File: src/rtl/x_mem_arb.sv
// rtl/x_mem_arb.sv - single-port sample memory arbiter: playback priority, host starvation guard
// Owns all memory strobes and routes each read return to the requester that issued it.
module x_mem_arb #(
    parameter int AW         = 11,
    parameter int DW         = 6,
    parameter int STARVE_MAX = 4
) (
    input  logic          i_clk,
    input  logic          i_nrst,
    input  logic          i_host_req,
    input  logic          i_host_we,
    input  logic [AW-1:0] i_host_addr,
    input  logic [DW-1:0] i_host_wdata,
    output logic          o_host_gnt,
    output logic          o_host_rvalid,
    output logic [DW-1:0] o_host_rdata,
    input  logic          i_play_req,
    input  logic [AW-1:0] i_play_addr,
    output logic          o_play_gnt,
    output logic          o_play_rvalid,
    output logic [DW-1:0] o_play_rdata,
    output logic          o_mem_en,
    output logic          o_mem_we,
    output logic [AW-1:0] o_mem_addr,
    output logic [DW-1:0] o_mem_wdata,
    input  logic [DW-1:0] i_mem_rdata
);

    localparam int CW = (STARVE_MAX < 1) ? 1 : $clog2(STARVE_MAX + 1);
    localparam logic [CW-1:0] STARVE_LIM = CW'(STARVE_MAX);

    logic [CW-1:0] starve_q, starve_d;
    logic          force_host;
    logic          host_take, play_take;

    logic          mem_en_q, mem_we_q;
    logic [AW-1:0] mem_addr_q;
    logic [DW-1:0] mem_wdata_q;

    // Read tag travels with the access that is on the memory bus this cycle.
    logic          rtag_vld_q, rtag_host_q;
    logic          host_rvalid_q, play_rvalid_q;
    logic [DW-1:0] host_rdata_q, play_rdata_q;

    assign force_host = (starve_q == STARVE_LIM);
    assign play_take  = i_play_req & ~force_host;
    assign host_take  = i_host_req & (~i_play_req | force_host);

    always_comb begin
        starve_d = starve_q;
        if (!i_host_req || host_take) begin
            starve_d = '0;
        end else if (play_take && (starve_q != STARVE_LIM)) begin
            starve_d = starve_q + 1'b1;
        end
    end

    always_ff @(posedge i_clk or negedge i_nrst) begin
        if (!i_nrst) begin
            starve_q      <= '0;
            mem_en_q      <= 1'b0;
            mem_we_q      <= 1'b0;
            mem_addr_q    <= '0;
            mem_wdata_q   <= '0;
            rtag_vld_q    <= 1'b0;
            rtag_host_q   <= 1'b0;
            host_rvalid_q <= 1'b0;
            play_rvalid_q <= 1'b0;
            host_rdata_q  <= '0;
            play_rdata_q  <= '0;
        end else begin
            starve_q    <= starve_d;
            mem_en_q    <= host_take | play_take;
            mem_we_q    <= host_take & i_host_we;
            if (host_take) begin
                mem_addr_q  <= i_host_addr;
                mem_wdata_q <= i_host_wdata;
            end else if (play_take) begin
                mem_addr_q  <= i_play_addr;
            end
            rtag_vld_q    <= (host_take & ~i_host_we) | play_take;
            rtag_host_q   <= host_take;
            host_rvalid_q <= rtag_vld_q & rtag_host_q;
            play_rvalid_q <= rtag_vld_q & ~rtag_host_q;
            if (rtag_vld_q && rtag_host_q) begin
                host_rdata_q <= i_mem_rdata;
            end
            if (rtag_vld_q && !rtag_host_q) begin
                play_rdata_q <= i_mem_rdata;
            end
        end
    end

    assign o_host_gnt    = host_take;
    assign o_play_gnt    = play_take;
    assign o_mem_en      = mem_en_q;
    assign o_mem_we      = mem_we_q;
    assign o_mem_addr    = mem_addr_q;
    assign o_mem_wdata   = mem_wdata_q;
    assign o_host_rvalid = host_rvalid_q;
    assign o_host_rdata  = host_rdata_q;
    assign o_play_rvalid = play_rvalid_q;
    assign o_play_rdata  = play_rdata_q;

endmodule

File: config.mk
export PLATFORM = sky130hd
export DESIGN_NAME = x_mem_arb
export DESIGN_NICKNAME = d
export VERILOG_FILES = /design/src/rtl/x_mem_arb.sv
export SDC_FILE = /design/constraint.sdc
export NUM_CORES = 1
export LEC_CHECK = 0
export CORE_MARGIN = 2
export CORE_UTILIZATION = 43
export DETAILED_ROUTE_END_ITERATION = 8
export DONT_BUFFER_PORTS = 1
export GPL_ROUTABILITY_DRIVEN = 0
export MAX_ROUTING_LAYER = met4
export PLACE_DENSITY_LB_ADDON = 0.05
export REMOVE_ABC_BUFFERS = 1
export SETUP_SLACK_MARGIN = 0.5
export SYNTH_ARGS = -nofsm -noshare
export SYNTH_HDL_FRONTEND = slang
export SYNTH_SLANG_ARGS = --single-unit
File: constraint.sdc
create_clock -name i_clk -period 1.5 [get_ports i_clk]
set_input_delay 0.225 -clock i_clk [delete_from_list [all_inputs] [get_ports i_clk]]
set_output_delay 0.225 -clock i_clk [all_outputs]
set_load 0.005 [all_outputs]
Word-level counts from Yosys, hierarchy flattened:

Index checks and enable logic that the tools add are counted.

* bitwise logic cells: 13
* multiplexer cells: 4
* add/sub/neg operators: 1
* reduce and logical (&&, ||, !) cells: 8
* equal/unequal tests: 2

Operators with widths (number)
* 11-bit two-way mux: 2
* 1-bit AND: 6
* 3-bit two-way mux: 2
* 1-bit NOT: 4
* 2-bit nonzero test: 2
* 3-bit by 1-bit adder with 3-bit output (second input constant): 1
* 3-bit equality test (second input constant): 1
* 1-bit logical AND: 3
* 3-bit != test (second input constant): 1
* 1-bit OR: 3
* 1-bit logical NOT: 2
* 1-bit logical OR: 1

* input bits: 39
* output and inout bits: 35
* register bits after elaboration: 38
* logic and storage cells: 39

Logic depth before layout (Yosys ltp):

Gate-level depths: netlist (run 1).

* depth after elaboration: 6
* gate-level depth with buffers: 6

Least setup slack after synthesis (run 1):

No wires, ideal clock.

* kind: reg-to-reg
* from: reg starve_q[0]
* to: reg mem_addr_q[2], in the netlist o_mem_addr[2]
* required time: 1.375 ns
* arrival time: 1.288 ns
* clock period less this slack: 1.413 ns
* slack: 0.087 ns
* stages on the path, launching flop included: 7
* buffers on the path: 2
* path through: dfrtp_1 inv_1 ha_1 a21bo_1 buf_6 buf_12 mux2_4

* cells in the longest elaborated chain, start to end: 4
* elaborated cells between the ends (all ways): 7

RTL lines
* start: declaration: RTL line 32 `logic [CW-1:0] starve_q, starve_d;`
* start signal: assignment: RTL line 72 `starve_q <= starve_d;`
* 3-bit equality test (*): RTL line 45 `assign force_host = (starve_q == STARVE_LIM);`
* 1-bit OR / 1-bit NOT (equally long branches): RTL line 47, 46
* 1-bit AND, on equally long branches: RTL line 47, 46
* 11-bit two-way mux / 2-bit nonzero test (equally long branches)
* end signal: assignment: RTL line 76 `mem_addr_q <= i_host_addr;`
* end signal: assignment: RTL line 79 `mem_addr_q <= i_play_addr;`
* end: declaration: RTL line 37 `logic [AW-1:0] mem_addr_q;`

Every way passes the cells marked *; elsewhere a longest branch is shown, timed or not.
A chain may end at the register's enable or synchronous reset.

Final worst setup path (run 1):

* from: reg starve_q[1]
* to: out o_play_gnt

* cells in the longest elaborated chain, start to end: 3

RTL lines
* 3-bit equality test: RTL line 45
* 1-bit NOT: RTL line 46 `assign play_take = i_play_req & ~force_host;`
* 1-bit AND: RTL line 46
* end: declaration: RTL line 19 `output logic o_play_gnt,`

Every way passes these cells.

==> reports/metrics.yaml, run 1 <==
drc_errors: 0
h_tree_levels: 2
power_frac_clock: 0.308
crit_required_ns: 1.27
endpoint_kind: "output port"
globalRoute.totalOverflow: 0
grt.met1_usage: 0.187
timing.max_cap.violations: 0
p_int_mw: 1.74
grt_most_used_layer: "met2"
area_of_the_core_region_mm2: 0.00366
slew-limit-headroom: 0.510
detail_route.first_pass.iterations: 4
cts_sinks: 38
num_vias: 955
die_height_um: 65.6
sequentialPowerShare: 0.543
r2r_start: "starve_q[1]$_DFFE_PN0P_"
rr_endpoint: "o_mem_wdata[4]$_DFFE_PN0P_"
synth.yosys.warnings: 0
failing_checks: "negative hold slack"
timing.critical_path.arrival_ns: 1.27
max_freq_ghz: 0.670
worst_setup_hold_path_clk_slew_ns: 0.07
gr-usage-met2: 0.242
portBuffers: 0
wl_per_cell_um: 18.1
post_synth_inst_count: 117
fin_crit_ns: 1.49
syn2layout_area_growth_pct: 25.7
vias_per_cell: 5.31
dpl.hpwl_mm: 2.03
antenna_diode_count: 0
fp_rows: 22
finalClockSkew_ns: 0.00377
met3_layer_usage_reported_by_global_route: 0.0822
timing_worst_setup_path_type: "reg2out"
finalHoldViolCount: 38
effective_utilization_at_floorplan: 0.446
ys_ff_latch: 38
cts.path.max_buffers: 2
overall_track_demand_over_capacity_in_global_routing: 0.160
setup_ws_ns: 0.00729
fp.dieArea_mm2: 0.00430
power_switching_uw: 530
count_of_unique_library_cells_instantiated_by_yosys: 21
finalCoreUtilization: 0.560
clockRootBuffer: "clkbuf_8"
cts_buffer_count: 5
cp_max_fo: 4
synth.cell_area_mm2: 0.00163
cts_tree: "built"
rsz0062_at_grt: "true"
drt-total-wl_mm: 3.26
drt_iter0_markers: 35
antenna_found_initial: 0
clk_latency_ns: 0.28
combPwrFrac: 0.148
min_period_over_period: 0.995
power.leakage_nw: 0.974
hold_slack_ns: -0.370
hold_path.class: "in2async"
critical_path.startpoint_type: "flip-flop"
run_status: "finished, violations left"
synth-seq-area-share: 0.583
syn_area_per_cell_um2: 13.9
r2r_cells: 8
power_density_mw_per_mm2: 1110
finalMaxSlewViolations: 0
r2r_slack_ns: 0.08
ioPinCount: 74
final-setup-viol-count: 0
post-place-ws_ns: 0.0753
share_of_cells_above_drive_strength_1: 0.553
antenna_violating_nets_post_route: 0
switching_share: 0.233
grt_pass1_vias: 1037
worst_pin_slew_ns: 0.734
wire_length_of_the_first_global_routing_pass_mm: 5.00
largest_voltage_drop_on_the_vdd_net_v: 0.000589
die_w_um: 65.6
nets: 172
grt_max_degree: 39
area by class of cell:
| class | instances | area (um^2) |
|---|---|---|
| inverters | 12 | 47.5 |
| flip-flops and latches | 38 | 952 |
| clock buffers | 7 | 86.3 |
| repair buffers | 13 | 131 |
| clock inverters | 1 | 5.00 |
| multi-input cells | 61 | 768 |
| fillers | 295 | 1610 |
| well taps | 48 | 60.1 |
worst max-delay path, stage by stage, from the launching register on:
cell,delay (ns)
dfrtp_1,0.36
inv_1,0.06
ha_2,0.17
a21bo_4,0.23
inv_4,0.08
buf_6,0.09
flip-flops by register name, indices dropped and copies added (netlist names):
signal and cells:
o_mem_addr 11, o_mem_en 1, o_play_rvalid 1, rtag_host_q 1
o_mem_we 1, o_play_rdata 6, rtag_vld_q 1, o_host_rdata 6
starve_q 3, o_mem_wdata 6, o_host_rvalid 1
cell families after synthesis:
group                    synth area share
flip-flops                          0.583
multiplexers                        0.246
buffers and inverters              0.0621
AND/OR/NAND/NOR                    0.0468
AO/OA/AOI/OAI                      0.0414
adder cells (fa/ha/maj)            0.0153
XOR/XNOR                          0.00537
repair_timing:
item                                    in CTS  in global routing
pin swaps                                    3                  4
hold endpoints to repair                    38                 39
endpoints found under the setup margin      38                 38
setup buffers                                5                  5
gates resized for setup                     19                 31
power by group through the flow:
stage               registers, mW  clock network, mW  logic [mW]
floorplan                    1.23                  0       0.182
global placement             1.25                  0       0.206
detailed placement           1.25                  0       0.215
CTS                          1.24              0.735       0.259
global route                 1.25              0.788       0.366
finish                       1.24              0.701       0.337
per-layer routing:
layer,share of wire,vias up
li1,-,423
met1,0.38,479
met2,0.50,47
met3,0.11,6
met4,0.013,0
met5,0,-
metrics by stage:
stage          total power, mW  hold slack [ns]  TNS, ns  instance area, um^2  cells
3_5_place_dp              1.47          -0.0696        0                 1660    161
3_3_place_gp              1.45          -0.0698        0                 1660    161
4_1_cts                   2.23           -0.382        0                 1860    174
2_1_floorplan             1.41          -0.0706   -0.128                 1580    111
6_report                  2.27           -0.370        0                 2050    180
5_1_grt                   2.41           -0.395   -0.103                 2050    180
placed cells by master, fill, tap and decap left out, drive strengths merged:
master | Yosys | routed
inv | 12 | 12
xnor2 | 1 | 1
o32ai | 6 | 6
clkinv | 0 | 1
a21bo | 1 | 1
dlygate4sd3 | 0 | 1
nor3 | 2 | 2
dfrtp | 38 | 38
o21ai | 1 | 1
nand2 | 8 | 8
mux2 | 34 | 34
ha | 2 | 2
clkbuf | 0 | 7
nand2b | 1 | 1
nor2b | 1 | 1
and3 | 3 | 3
nor2 | 1 | 1
buf | 6 | 12
synth_stat cells:
master     n  area share
a21bo_1    1      0.0061
and3_1     2      0.0077
and3_2     1      0.0046
buf_1      1      0.0023
buf_12     1       0.012
buf_2      2      0.0061
buf_6      2       0.014
dfrtp_1   38        0.58
ha_1       2       0.015
inv_1     11       0.025
inv_2      1      0.0023
mux2_2    29        0.20
mux2_4     5       0.046
nand2_1    8       0.018
nand2b_1   1      0.0038
nor2_1     1      0.0023
nor2b_1    1      0.0038
nor3_1     2      0.0061
o21ai_0    1      0.0031
o32ai_1    6       0.032
xnor2_1    1      0.0054
worst max path at each step:
| stage | startpoint | end | slack (ns) |
|---|---|---|---|
| after floorplan | starve_q[0]$_DFFE_PN0P_ | o_host_gnt | -0.05 |
| after global placement | starve_q[0]$_DFFE_PN0P_ | o_mem_addr[9]$_DFFE_PN0P_ | 0.13 |
| after detailed placement | starve_q[0]$_DFFE_PN0P_ | o_mem_addr[7]$_DFFE_PN0P_ | 0.08 |
| after CTS | starve_q[1]$_DFFE_PN0P_ | o_play_gnt | 0.009 |
| after global routing | starve_q[1]$_DFFE_PN0P_ | o_play_gnt | -0.06 |
| final | starve_q[1]$_DFFE_PN0P_ | o_play_gnt | 0.007 |
(Power assumes the default switching activity.)
==> run 2: changes to the inputs <==
Settings changed: ABC_AREA from default to 1, CELL_PAD_IN_SITES_DETAIL_PLACEMENT from default to 2, CELL_PAD_IN_SITES_GLOBAL_PLACEMENT from default to 2, CORE_UTILIZATION 43 to 31.
==> run 2 against run 1 <==
  * The run still ends with negative hold slack left
  * Via count grew 30%
  * Clock power shrank 6.7%
  * Largest cell class unchanged
  * Global-route usage grew 0.95 points
  * Core utilization shrank 17 points
  * Non-clock buffer count shrank 2
  * Worst setup slack gained 0.095 ns
  * Critical path type unchanged
  * Clock skew grew 0.0072 ns
  * Design area shrank 4.3%
  * Highest routed layer unchanged
==> reports/metrics.yaml, run 2 <==
run_status: "finished, violations left"
failing_checks: "negative hold slack"
power_density_mw_per_mm2: 1070
seqCellArea_um2: 951
h_tree_levels: 2
num_vias: 1245
fillers: 556
min_period_over_period: 0.932
timing.max_cap.violations: 0
antenna_diode_count: 0
drc_errors: 0
place_inst: 228
fin_crit_ns: 1.40
setup_ws_ns: 0.102
final-setup-viol-count: 0
effective_utilization_at_floorplan: 0.317
area_of_the_core_region_mm2: 0.00501
ys_ff_latch: 38
clockRootBuffer: "clkbuf_8"
ys.flop_type: "dfrtp_1"
worst_pin_slew_ns: 0.443
synth.cells.most_frequent: "nand3_1, dfrtp_1, nand2_1"
antenna_found_initial: 0
multi_input_comb_area_um2: 649
clk_latency_ns: 0.29
syn_area_per_cell_um2: 9.62
timing_worst_setup_path_type: "reg2out"
fp.dieArea_mm2: 0.00571
synth.yosys.warnings: 0
crit_required_ns: 1.27
wl_per_cell_um: 17.9
synth-seq-area-share: 0.599
post-synth-top-count-cell: "nand3_1"
cts_buffer_count: 5
netlist.area_leader.share: 0.599
wire_length_of_the_first_global_routing_pass_mm: 6.82
power.leakage_nw: 0.942
finalMaxSlewViolations: 0
largest_voltage_drop_on_the_vdd_net_v: 0.000290
post_synth_inst_count: 165
max_freq_ghz: 0.715
drt-total-wl_mm: 4.37
finalHoldViolCount: 38
share_of_cells_above_drive_strength_1: 0.293
syn2layout_area_growth_pct: 23.6
finalClockSkew_ns: 0.0110
antenna_violating_nets_post_route: 0
post-place-ws_ns: 0.0511
slew-limit-headroom: 0.704
timing.critical_path.arrival_ns: 1.17
cts_tree: "built"
number_of_flops_mapped_to_enable_cells_by_yosys: 0
cp_max_fo: 4
yosys-top-cells-area: "dfrtp_1, nand3_1, nand2_1, inv_1, o21ai_2"
dpl.hpwl_mm: 2.80
grt_max_degree: 39
drt_iter0_markers: 53
die_height_um: 75.6
vias_per_cell: 5.10
synth.cell_area_mm2: 0.00159
fp_rows: 26
critical_path.startpoint_type: "flip-flop"
layout.cells.most_common: "nand3_1"
cts_sinks: 38
globalRoute.totalOverflow: 0
largest_register_ff_count: 11
grt_pass1_vias: 1414
die_w_um: 75.6
final_cell_count_no_fill: 244
post-synth-top-area-cell: "dfrtp_1"
detail_route.first_pass.iterations: 4
finalSetupTns_ns: 0
rsz0062_at_grt: "true"
final_cell_mix: "nand3_1, dfrtp_1, nand2_1"
synth-async-reset-ratio: 1.00
endpoint_kind: "output port"
portBuffers: 0
hold_path.class: "in2async"
hold_slack_ns: -0.380
overall_track_demand_over_capacity_in_global_routing: 0.170
nets: 215
count_of_unique_library_cells_instantiated_by_yosys: 14
worst_setup_hold_path_clk_slew_ns: 0.08
cts.path.max_buffers: 2
ioPinCount: 74
==> run 2: cell count changes in the layout (fill, tap and decap cells not counted), moves of 5 or more <==
cell     before  now
nand3_2       0    5
mux2_2       11    0
nand2_2       1    7
o21ai_0       0    7
o32ai_2       5    0
nand2_1       6   19
mux2_4       23    0
o21ai_2       1    6
nand3_1       0   43
==> run 2: stage by stage <==
stage | util | total power [mW] | cell area [um^2]
finish | 0.392 | 2.11 | 1960
CTS | 0.381 | 2.12 | 1910
global placement | 0.326 | 1.41 | 1630
floorplan | - | 1.35 | 1520
detailed placement | 0.326 | 1.42 | 1630
global route | 0.392 | 2.24 | 1960
==> run 2: routing by layer <==
metal	GRT usage	part of all wire
met1	0.194	0.39
met2	0.284	0.54
met3	0.0344	0.055
met4	0.0799	0.022
met5	-	0
==> run 2: worst paths after layout <==
path	end	depth (start not counted)	slack, ns	startpoint
setup / recovery	o_host_gnt	6	0.10	starve_q[1]$_DFFE_PN0P_
hold / removal	rtag_vld_q$_DFF_PN0_	0	-0.38	i_nrst
setup reg to reg	o_mem_addr[2]$_DFFE_PN0P_	8	0.13	starve_q[1]$_DFFE_PN0P_
hold reg to reg	o_mem_wdata[2]$_DFFE_PN0P_	2	0.50	o_mem_wdata[2]$_DFFE_PN0P_
max in group asynchronous	starve_q[2]$_DFFE_PN0P_	0	1.80	i_nrst
min in group i_clk	rtag_host_q$_DFF_PN0_	2	0.04	i_host_req
==> run 2: area by class of cell <==
class                   instances  share of cell area
flip-flops and latches         38               0.485
clock buffers                   5              0.0351
inverters                      16              0.0332
well taps                      70              0.0446
repair buffers                 11              0.0663
clock inverters                 2             0.00510
multi-input cells             102               0.331
==> run 2: power breakdown <==
part	internal [mW]	switching, mW
Combinational	0.105	0.124
Sequential	1.13	0.0917
Clock	0.312	0.342
==> run 2: kinds of logic after synthesis <==
kind of cell | share of synthesized area
AOI/OAI and AO/OA | 0.0552
xor gates and xnor gates | 0.00552
adders and majority gates | 0.0158
buffers and inverters | 0.0796
DFF | 0.599
and+or+nand+nor | 0.245
==> run 2: what timing repair did <==
action,4_1_cts,5_1_grt
endpoints found under the hold margin,38,38
cloned,2,0
pin swaps,6,5
setup endpoints to repair,36,32
setup buffers,5,2
resized for setup,32,12
==> run 2: worst max-delay path: stages, from the launching register on <==
cell	delay, ns
dfrtp_1	0.41
inv_2	0.09
ha_4	0.13
nand2_4	0.06
nand2_8	0.09
nand2_8	0.06
inv_4	0.05
==> run 3: changes to the inputs <==
Settings changed: SLEW_MARGIN from default to 20.
==> results of run 3 <==
Final layout, timing and power as in run 2 (identical DEF).
